## src/rtl/arith_pkg.sv

```systemverilog
`default_nettype none
// ============================================================================
// Module      : arith_pkg
// Description : Shared arithmetic-datapath types: FSM state encoding and the
//               default operand width.
// Revision    : 1.0 - initial release
// ============================================================================
package arith_pkg;

    localparam int c_default_width = 8;

    typedef enum logic [1:0] {
        IDLE  = 2'd0,
        SHIFT = 2'd1,
        FIN   = 2'd2
    } state_t;

endpackage : arith_pkg
`default_nettype wire

```

## src/rtl/serial_adder_if.sv

```systemverilog
`default_nettype none
// ============================================================================
// Module      : serial_adder_if
// Description : START/DONE handshake and operand/result bus of serial_adder.
//               OVF exists only when SERIAL_ADDER_OVF_EN is defined.
// Revision    : 1.0 - initial release
// ============================================================================
interface serial_adder_if
    import arith_pkg::*;
#(
    parameter int WIDTH = c_default_width
) ();

    logic             START;
    logic [WIDTH-1:0] A;
    logic [WIDTH-1:0] B;
    logic             CIN;
    logic             READY;
    logic             BUSY;
    logic             DONE;
    logic [WIDTH-1:0] SUM;
    logic             COUT;
`ifdef SERIAL_ADDER_OVF_EN
    logic             OVF;
`endif

    modport master (
        output START, A, B, CIN,
`ifdef SERIAL_ADDER_OVF_EN
        input  OVF,
`endif
        input  READY, BUSY, DONE, SUM, COUT
    );

    modport slave (
        input  START, A, B, CIN,
`ifdef SERIAL_ADDER_OVF_EN
        output OVF,
`endif
        output READY, BUSY, DONE, SUM, COUT
    );

endinterface : serial_adder_if
`default_nettype wire

```

## src/rtl/serial_adder_full_adder.sv

```systemverilog
`default_nettype none
// ============================================================================
// Module      : full_adder
// Description : Combinational 1-bit full-adder cell.
// Revision    : 1.0 - initial release
// ============================================================================
module full_adder (
    input  wire logic A,
    input  wire logic B,
    input  wire logic CIN,
    output logic      SUM,
    output logic      COUT
);

    assign SUM  = A ^ B ^ CIN;
    assign COUT = (A & B) | (A & CIN) | (B & CIN);

endmodule : full_adder
`default_nettype wire

```

## src/rtl/serial_adder.sv

```systemverilog
`default_nettype none
// ============================================================================
// Module      : serial_adder
// Description : Bit-serial WIDTH-bit adder, LSB first through one full-adder
//               cell with a registered carry. SERIAL_ADDER_OVF_EN adds OVF.
// Revision    : 1.0 - initial release
// ============================================================================
module serial_adder
    import arith_pkg::*;
#(
    parameter int WIDTH = c_default_width
) (
    input  wire logic      CLK,
    input  wire logic      RST,
    serial_adder_if.slave  bus
);

    localparam int             c_cnt_w = $clog2(WIDTH);
    localparam logic [c_cnt_w-1:0] c_last  = c_cnt_w'(WIDTH - 1);

    state_t             r_state;
    logic [c_cnt_w-1:0] r_cnt;
    logic               r_carry;
    logic [WIDTH-1:0]   r_a_sr;
    logic [WIDTH-1:0]   r_b_sr;
    logic [WIDTH-1:0]   r_s_sr;
    logic [WIDTH-1:0]   r_sum;
    logic               r_cout;
    logic               r_ready;
    logic               r_busy;
    logic               r_done;
`ifdef SERIAL_ADDER_OVF_EN
    logic               r_ovf;
`endif

    logic               w_s;
    logic               w_cout;
    logic [WIDTH-1:0]   w_s_next;

    full_adder u_fa (
        .A    (r_a_sr[0]),
        .B    (r_b_sr[0]),
        .CIN  (r_carry),
        .SUM  (w_s),
        .COUT (w_cout)
    );

    // New sum bit enters at the MSB; after WIDTH steps the register is aligned.
    assign w_s_next = {w_s, {(WIDTH-1){1'b0}}} | (r_s_sr >> 1);

    always_ff @(posedge CLK or posedge RST) begin
        if (RST) begin
            r_state <= IDLE;
            r_cnt   <= '0;
            r_carry <= 1'b0;
            r_a_sr  <= '0;
            r_b_sr  <= '0;
            r_s_sr  <= '0;
            r_sum   <= '0;
            r_cout  <= 1'b0;
            r_ready <= 1'b1;
            r_busy  <= 1'b0;
            r_done  <= 1'b0;
`ifdef SERIAL_ADDER_OVF_EN
            r_ovf   <= 1'b0;
`endif
        end else begin
            case (r_state)
                IDLE: begin
                    if (bus.START) begin
                        r_a_sr  <= bus.A;
                        r_b_sr  <= bus.B;
                        r_carry <= bus.CIN;
                        r_cnt   <= '0;
                        r_state <= SHIFT;
                        r_ready <= 1'b0;
                        r_busy  <= 1'b1;
                    end
                end
                SHIFT: begin
                    r_carry <= w_cout;
                    r_a_sr  <= r_a_sr >> 1;
                    r_b_sr  <= r_b_sr >> 1;
                    r_s_sr  <= w_s_next;
                    r_cnt   <= r_cnt + c_cnt_w'(1);
                    if (r_cnt == c_last) begin
                        r_sum   <= w_s_next;
                        r_cout  <= w_cout;
`ifdef SERIAL_ADDER_OVF_EN
                        // r_carry here is the carry into the MSB cell.
                        r_ovf   <= r_carry ^ w_cout;
`endif
                        r_state <= FIN;
                        r_busy  <= 1'b0;
                        r_done  <= 1'b1;
                    end
                end
                FIN: begin
                    r_done  <= 1'b0;
                    r_ready <= 1'b1;
                    r_state <= IDLE;
                end
                default: begin
                    r_state <= IDLE;
                    r_ready <= 1'b1;
                    r_busy  <= 1'b0;
                    r_done  <= 1'b0;
                end
            endcase
        end
    end

    assign bus.READY = r_ready;
    assign bus.BUSY  = r_busy;
    assign bus.DONE  = r_done;
    assign bus.SUM   = r_sum;
    assign bus.COUT  = r_cout;
`ifdef SERIAL_ADDER_OVF_EN
    assign bus.OVF   = r_ovf;
`endif

endmodule : serial_adder
`default_nettype wire

```

## src/flat_wrapper.sv

```systemverilog
// flat-port wrapper written by rule: the top's interface ports become plain ports
module serial_adder_flat import arith_pkg::*;
#(
    parameter int WIDTH = c_default_width
)
  (CLK, RST, bus_START, bus_A, bus_B, bus_CIN, bus_READY, bus_BUSY, bus_DONE, bus_SUM, bus_COUT);
  serial_adder_if #(.WIDTH(WIDTH)) bus_i ();
  input  wire logic CLK;
  input  wire logic RST;
  input wire logic [$bits(bus_i.START)-1:0] bus_START;
  input wire logic [$bits(bus_i.A)-1:0] bus_A;
  input wire logic [$bits(bus_i.B)-1:0] bus_B;
  input wire logic [$bits(bus_i.CIN)-1:0] bus_CIN;
  output wire logic [$bits(bus_i.READY)-1:0] bus_READY;
  output wire logic [$bits(bus_i.BUSY)-1:0] bus_BUSY;
  output wire logic [$bits(bus_i.DONE)-1:0] bus_DONE;
  output wire logic [$bits(bus_i.SUM)-1:0] bus_SUM;
  output wire logic [$bits(bus_i.COUT)-1:0] bus_COUT;
  assign bus_i.START = bus_START;
  assign bus_i.A = bus_A;
  assign bus_i.B = bus_B;
  assign bus_i.CIN = bus_CIN;
  assign bus_READY = bus_i.READY;
  assign bus_BUSY = bus_i.BUSY;
  assign bus_DONE = bus_i.DONE;
  assign bus_SUM = bus_i.SUM;
  assign bus_COUT = bus_i.COUT;
  serial_adder #(.WIDTH(WIDTH)) u_core (.CLK(CLK), .RST(RST), .bus(bus_i));
endmodule
```

## config.mk

```make
export PLATFORM = sky130hd
export DESIGN_NAME = serial_adder_flat
export DESIGN_NICKNAME = d
export VERILOG_FILES = /design/src/rtl/arith_pkg.sv /design/src/rtl/serial_adder_if.sv /design/src/rtl/serial_adder_full_adder.sv /design/src/rtl/serial_adder.sv /design/src/flat_wrapper.sv
export SDC_FILE = /design/constraint.sdc
export NUM_CORES = 1
export LEC_CHECK = 0
export ABC_AREA = 1
export CAP_MARGIN = 0
export CORE_MARGIN = 3
export CORE_UTILIZATION = 39
export CTS_CLUSTER_DIAMETER = 50
export DETAILED_ROUTE_END_ITERATION = 6
export GPL_TIMING_DRIVEN = 0
export PLACE_DENSITY_LB_ADDON = 0.12
export SETUP_SLACK_MARGIN = 0.3
export SLEW_MARGIN = 20
export SYNTH_ARGS = -nofsm -noshare
export SYNTH_HDL_FRONTEND = slang
export SYNTH_SLANG_ARGS = --single-unit
```

## constraint.sdc

```tcl
create_clock -name CLK -period 1.35 [get_ports CLK]
set_input_delay 0.27 -clock CLK [delete_from_list [all_inputs] [get_ports CLK]]
set_output_delay 0.27 -clock CLK [all_outputs]
set_load 0.01 [all_outputs]
```

### Word-level counts from Yosys, hierarchy flattened

Index checks and enable logic that the tools add are counted.
W data, S select, Z words.

* shift operators: 0
* bitwise logic cells: 11
* eq/ne operators: 5
* $mul: 0
* $add $sub $neg: 1
* $lt $le $gt $ge: 0
* div/mod/pow operators: 0
* muxes and demuxes: 18
* reductions and logical operators: 8

Operators by type and width (count)
* $pmux W8 S2: 2
* $mux W8: 2
* $reduce_and A2 Y1: 5
* $or A8 B7 Y8: 1
* $pmux W1 S2: 3
* $pmux W3 S2: 1
* $mux W1: 5
* $mux W2: 2
* $pmux W2 S2: 1
* $add A3 B1 Y3 const B: 1
* $and A1 B1 Y1: 3
* $eq A3 B3 Y1 const B: 1
* $mux W3: 1
* $not A1 Y1: 3
* $pmux W1 S3: 1
* $reduce_and A3 Y1: 1
* $eq A2 B1 Y1 const B: 1
* $eq A2 B2 Y1 const B: 1
* $logic_not A2 Y1: 1
* $ne A2 B1 Y1 const B: 1
* $ne A2 B2 Y1 const B: 1
* $or A1 B1 Y1: 2
* $reduce_bool A2 Y1: 1
* $xor A1 B1 Y1: 2

* bits in registers: 42
* bits in read-only memories: 0
* bits in latches: 0
* output and inout bits: 12
* input port bits: 20
* memory bits (writable): 0
* memories: 0
* logic and storage cells: 54

### Logic depth before layout (Yosys ltp)

* depth after elaboration: 4
* depth in mapped cells: 7
* depth with buffers taken out: 6

### Modules after synthesis

From an unflattened synthesis, not the netlist that was laid out.

* cells, all modules: 222
* area, all modules: 1899.3 um2

By module, submodules not included
* serial_adder: cells each 221, area each 1879.3 um2, times used 1, sequential area each 1027.2 um2
* full_adder: cells each 1, area each 20.0 um2, times used 1, sequential area each 0.0 um2

### Least setup slack after synthesis

OpenSTA, ideal clock, no wires.

* path type: reg-to-reg
* from: register u_core.r_cnt[0]
* to: register u_core.r_cout, in the netlist u_core.bus.COUT
* cell stages (with the launch flop): 6
* clock period less this slack: 1.206 ns
* library setup time: 0.121 ns
* data required time: 1.229 ns
* slack: 0.144 ns
* arrival: 1.085 ns
* buffers on the path: 1
* path through: dfrtp_1 -> ha_1 -> ha_1 -> nand2_4 -> buf_6 -> o21ai_1

* cells in the longest elaborated chain, start to end: 2

RTL lines
* from (decl): RTL line serial_adder.sv:22 `logic [c_cnt_w-1:0] r_cnt;`
* from (signal assigned): RTL line serial_adder.sv:85 `r_cnt <= r_cnt + c_cnt_w'(1);`
* $eq A3 B3 Y1: RTL line serial_adder.sv:86 `if (r_cnt == c_last) begin`
* $reduce_and A2 Y1 (no line)
* to (signal assigned): RTL line serial_adder.sv:88 `r_cout <= w_cout;`
* to (decl): RTL line serial_adder.sv:28 `logic r_cout;`

No other way between the ends.
A chain may end at the register's enable or synchronous reset.

### Worst setup path after layout

* from: register u_core.r_b_sr[0]
* to: register u_core.r_s_sr[7]

* cells in the longest elaborated chain, start to end: 3

RTL lines
* from (decl): RTL line serial_adder.sv:25 `logic [WIDTH-1:0] r_b_sr;`
* from (signal assigned): RTL line serial_adder.sv:72 `r_b_sr <= bus.B;`
* from (signal assigned): RTL line serial_adder.sv:83 `r_b_sr <= r_b_sr >> 1;`
* $xor A1 B1 Y1 (2 in series): RTL line serial_adder_full_adder.sv:15 `assign SUM = A ^ B ^ CIN;`
* net u_core.u_fa.SUM: RTL line serial_adder_full_adder.sv:11 `output logic SUM,`
* $or A8 B7 Y8: RTL line serial_adder.sv:49 `assign w_s_next = {w_s, {(WIDTH-1){1'b0}}} | (r_s_sr >> 1);`
* to (signal assigned): RTL line serial_adder.sv:84 `r_s_sr <= w_s_next;`
* to (decl): RTL line serial_adder.sv:26 `logic [WIDTH-1:0] r_s_sr;`

The timed path passes the listed nets, and every way through them passes these cells.

==> results <==
- The run finished with clean final reports.
- Measured against its own limit, the worst slew margin works out to 0.672.
- The critical path endpoint category is a register.
- Summed over all nets, the switching power comes to 0.00310 W.
- The average footprint of a synthesized cell is 8.50 um^2.
- Pin placement for this block handled 32 I/O pins.
- Across every metal layer, demand over resource in global routing totals 0.182.
- The clock passes through at most 2 buffers.
- The slowest stage cell on the critical path is sky130_fd_sc_hd__fa_2.
- The summed negative setup slack over all endpoints is 0 ns.
- The global route total overflow is 0.
- The kind of critical path is reg -> reg.
- The wire length per cell is 14.4 um.
- The clock-pin slew of the registers on the worst-case setup and hold paths is 0.09 ns.
- The maximum number of pins on one net before global-route repair is 22.
- The clock root buffer master is sky130_fd_sc_hd__clkbuf_8.
- The share of total power dissipated in sequential elements is 0.286.
- The post-synthesis sequential area ratio is 0.521.
- In this run, synthesis produced a sequential element count of 41.
- After detailed routing, the number of remaining DRC violations is 0.
- The final period demand of the worst path is 1.24 ns.
- The worst-case vdd ir drop is 0.00125 V.
- The height of the chip is 77.1 um.
- The die width is 77.1 um.
- Of the cells placed in the final design, the portion with a size suffix greater than 1 is 0.490.
- The die area is 5950 um^2.
- The total wire length after detailed routing is 5510 um.
- The number of nets with antenna violations after detailed routing is 0.
- The clock latency on the worst-skew pair is 0.30 ns.
- The hold violation count in the final report was 0.
- Cell internal power was estimated by the tool at 0.00457 W.
- The maximum fanout along the worst path is 2.
- The layout filler cell count is 383.
- Synthesis instantiated 21 different standard cells from the library.
- The delay contributed by the slowest stage of the critical path is 0.59 ns.
- Of the total power, the clock network draws 0.106.
- The signal on the critical path passes through fa_2 > inv_2 > o21ai_2.
- The initial standard-cell utilization of the core is 0.410.
- For this run, the number of Yosys warnings is 0.
- Detailed placement finished with a half-perimeter wire length of 2880 um.
- The analysis attributes to cell leakage a power of 1.69 nW.
- The max-capacitance violation count is 0.
- The mapped netlist covers 1970 um^2.
- The switching power share of the total is 0.404.
- The highest clock frequency the design can meet is 808 MHz.
- Setup violations remaining at the end of the flow were counted as 0.
- The initial antenna violation count is 0.
- The level count of the clock H-tree is 2.
- At the worst endpoint, the required time is 1.58 ns.
- STA classifies the critical path startpoint as a register.
- Setup repair after global routing could not meet its margin everywhere.
- Using the TritonRoute via totals, the vias-per-cell ratio works out to 4.76.
- The first global-routing pass estimated 8510 um of wire.
- The repair_antennas step left the layout with diodes totalling 0.
- Counting every instance in the synthesized netlist gives 232.
- The clock sink count is 41.
- The core box area is 4820 um^2.
- The total number of placement rows is 25.
- The part of the total power dissipated in combinational logic is 0.608.
- The clock buffer count from CTS is 5.
- The transition time at the pin with the least slew margin is 0.491 ns.
- The number of input and output port buffers inserted is 31.
- The final clock period utilization by the worst path is 0.917.
- The signal arrival time at the worst endpoint is 1.47 ns.
- The max-slew violation total from the final report came to 0.
- The first routing iteration left 138 violations.
- Before antenna repair, the detailed router went through 4 iterations.
- The number of global-route vias before repair is 1,749.
- On the final layout, the worst clock skew is 0.0110 ns.
- The areal power density over the cells is 2290 nW/um^2.
- The routed layout has 1,815 vias.
- The TritonCTS clock tree is done.
- The area growth from synthesis to layout is 70.1%.
- The total power after layout is 0.00767 W.
- Synthesis produced a netlist with a net count of 255.
- The number of nets in the layout is 336.
- The min-delay analysis places its worst path in the category in -> async.
- The weighted congestion reported at the end of routability-driven placement is 0.751.
[layout by cell type (no fill, tap or decap), types with 6 or more instances in the layout]
cell type                         instances
sky130_fd_sc_hd__buf_2                   11
sky130_fd_sc_hd__inv_1                   36
sky130_fd_sc_hd__buf_16                   6
sky130_fd_sc_hd__o21ai_1                  6
sky130_fd_sc_hd__dfrtp_1                 39
sky130_fd_sc_hd__nand2_4                  8
sky130_fd_sc_hd__buf_6                   13
sky130_fd_sc_hd__nand2_1                 37
sky130_fd_sc_hd__buf_4                   22
sky130_fd_sc_hd__nand3_2                 29
sky130_fd_sc_hd__o21ai_2                 11
sky130_fd_sc_hd__nand3_1                 17
sky130_fd_sc_hd__nand2_2                 12
sky130_fd_sc_hd__clkdlybuf4s50_1         19
sky130_fd_sc_hd__buf_8                    7
[cell families (layout without fill, tap and decap cells)]
group | Yosys count | after routing | share of synthesized area
AOI/OAI and AO/OA | 19 | 19 | 0.0488
adders and majority gates | 3 | 3 | 0.0228
buffers and inverters | 53 | 134 | 0.137
DFF | 41 | 41 | 0.521
and+or+nand+nor | 116 | 117 | 0.271
[layout make-up]
| class | count | area [um^2] | share of cell area |
|---|---|---|---|
| inverter | 41 | 163 | 0.0485 |
| timing repair buffer | 72 | 763 | 0.227 |
| clock buffer | 6 | 72.6 | 0.0216 |
| tap | 67 | 83.8 | 0.0250 |
| buffer | 12 | 176 | 0.0526 |
| sequential | 41 | 1030 | 0.306 |
| multi-input combinational | 139 | 1050 | 0.312 |
| timing repair inverter | 1 | 7.51 | 0.00224 |
| clock inverter | 2 | 15.0 | 0.00447 |
[path summary, 6_finish.rpt]
kind                                         from  cells after the start  slack, ns           endpoint
worst max-delay path             u_core.r_b_sr[0]                      3       0.11   u_core.r_s_sr[7]
worst min-delay path                          RST                      2       0.45  u_core.bus.SUM[4]
worst max register to register   u_core.r_b_sr[0]                      3       0.11   u_core.r_s_sr[7]
worst min register to register  u_core.bus.SUM[3]                      2       0.48  u_core.bus.SUM[3]
max in group asynchronous                     RST                      2       0.56  u_core.r_state[1]
min in group CLK                u_core.bus.SUM[3]                      2       0.48  u_core.bus.SUM[3]
[sequential cells by signal, indices dropped and copies added, names as in the netlist]
name,count
u_core.bus.DONE,1
u_core.r_cnt,3
u_core.bus.COUT,1
u_core.r_b_sr,8
u_core.r_state,2
u_core.bus.SUM,8
u_core.r_carry,1
u_core.bus.BUSY,1
u_core.bus.READY,1
u_core.r_a_sr,8
u_core.r_s_sr,7
[power groups by stage]
| stage | logic (W) | clock network, W | registers (W) |
|---|---|---|---|
| 6_report | 0.00466 | 0.000813 | 0.00220 |
| 5_1_grt | 0.00506 | 0.000883 | 0.00225 |
| 4_1_cts | 0.00384 | 0.000816 | 0.00216 |
| 3_5_place_dp | 0.00273 | 0 | 0.00220 |
| 3_3_place_gp | 0.00267 | 0 | 0.00217 |
| 2_1_floorplan | 0.00186 | 0 | 0.00221 |
[timing repair]
action | CTS | global route
pin swaps | 19 | 35
buffers inserted | 22 | 11
hold buffers | 0 | 0
gates resized for setup | 96 | 56
gates cloned | 8 | 2
endpoints found under the setup margin | 70 | 73
[metal layers]
| metal | global-route usage | routed length [um] |
|---|---|---|
| met5 | 0 | 0 |
| met4 | 0.0480 | 82 |
| met3 | 0.0423 | 197 |
| met2 | 0.288 | 2770 |
| met1 | 0.250 | 2460 |
[stage by stage]
step	util	instance area (um^2)	setup slack (ns)	instances	hold WS (ns)
after floorplan	-	2090	0.200	232	0.255
after global placement	0.515	2480	-0.0772	330	0.462
after detailed placement	0.515	2480	-0.0780	330	0.467
after CTS	0.626	3010	0.130	368	0.454
after global routing	0.697	3360	0.0693	381	0.494
final	0.697	3360	0.112	381	0.449
[synth_stat cells]
| cell | number | area, um^2 |
|---|---|---|
| sky130_fd_sc_hd__nor2_2 | 1 | 6.26 |
| sky130_fd_sc_hd__a21oi_1 | 1 | 5.00 |
| sky130_fd_sc_hd__nor2_1 | 7 | 26.3 |
| sky130_fd_sc_hd__o21ai_1 | 9 | 45.0 |
| sky130_fd_sc_hd__dfrtp_1 | 40 | 1000 |
| sky130_fd_sc_hd__buf_4 | 2 | 15.0 |
| sky130_fd_sc_hd__fa_1 | 1 | 20.0 |
| sky130_fd_sc_hd__nand2_4 | 4 | 45.0 |
| sky130_fd_sc_hd__ha_1 | 2 | 25.0 |
| sky130_fd_sc_hd__nand3_1 | 47 | 235 |
| sky130_fd_sc_hd__buf_2 | 1 | 5.00 |
| sky130_fd_sc_hd__o21ai_0 | 8 | 40.0 |
| sky130_fd_sc_hd__nor2_4 | 1 | 11.3 |
| sky130_fd_sc_hd__o22ai_1 | 1 | 6.26 |
| sky130_fd_sc_hd__inv_1 | 39 | 146 |
| sky130_fd_sc_hd__inv_4 | 1 | 6.26 |
| sky130_fd_sc_hd__nand2_1 | 56 | 210 |
| sky130_fd_sc_hd__dfstp_2 | 1 | 26.3 |
| sky130_fd_sc_hd__clkbuf_1 | 1 | 3.75 |
| sky130_fd_sc_hd__inv_2 | 1 | 3.75 |
| sky130_fd_sc_hd__buf_6 | 8 | 90.1 |
[critical path: cells and delay by family (launching register included)]
family	cells	cell delay [ns]
compound gates	1	0.13
fa+ha+maj	1	0.59
buf+inv	1	0.05
flops	1	0.41
Note: power is estimated with default switching activity, not from simulation.
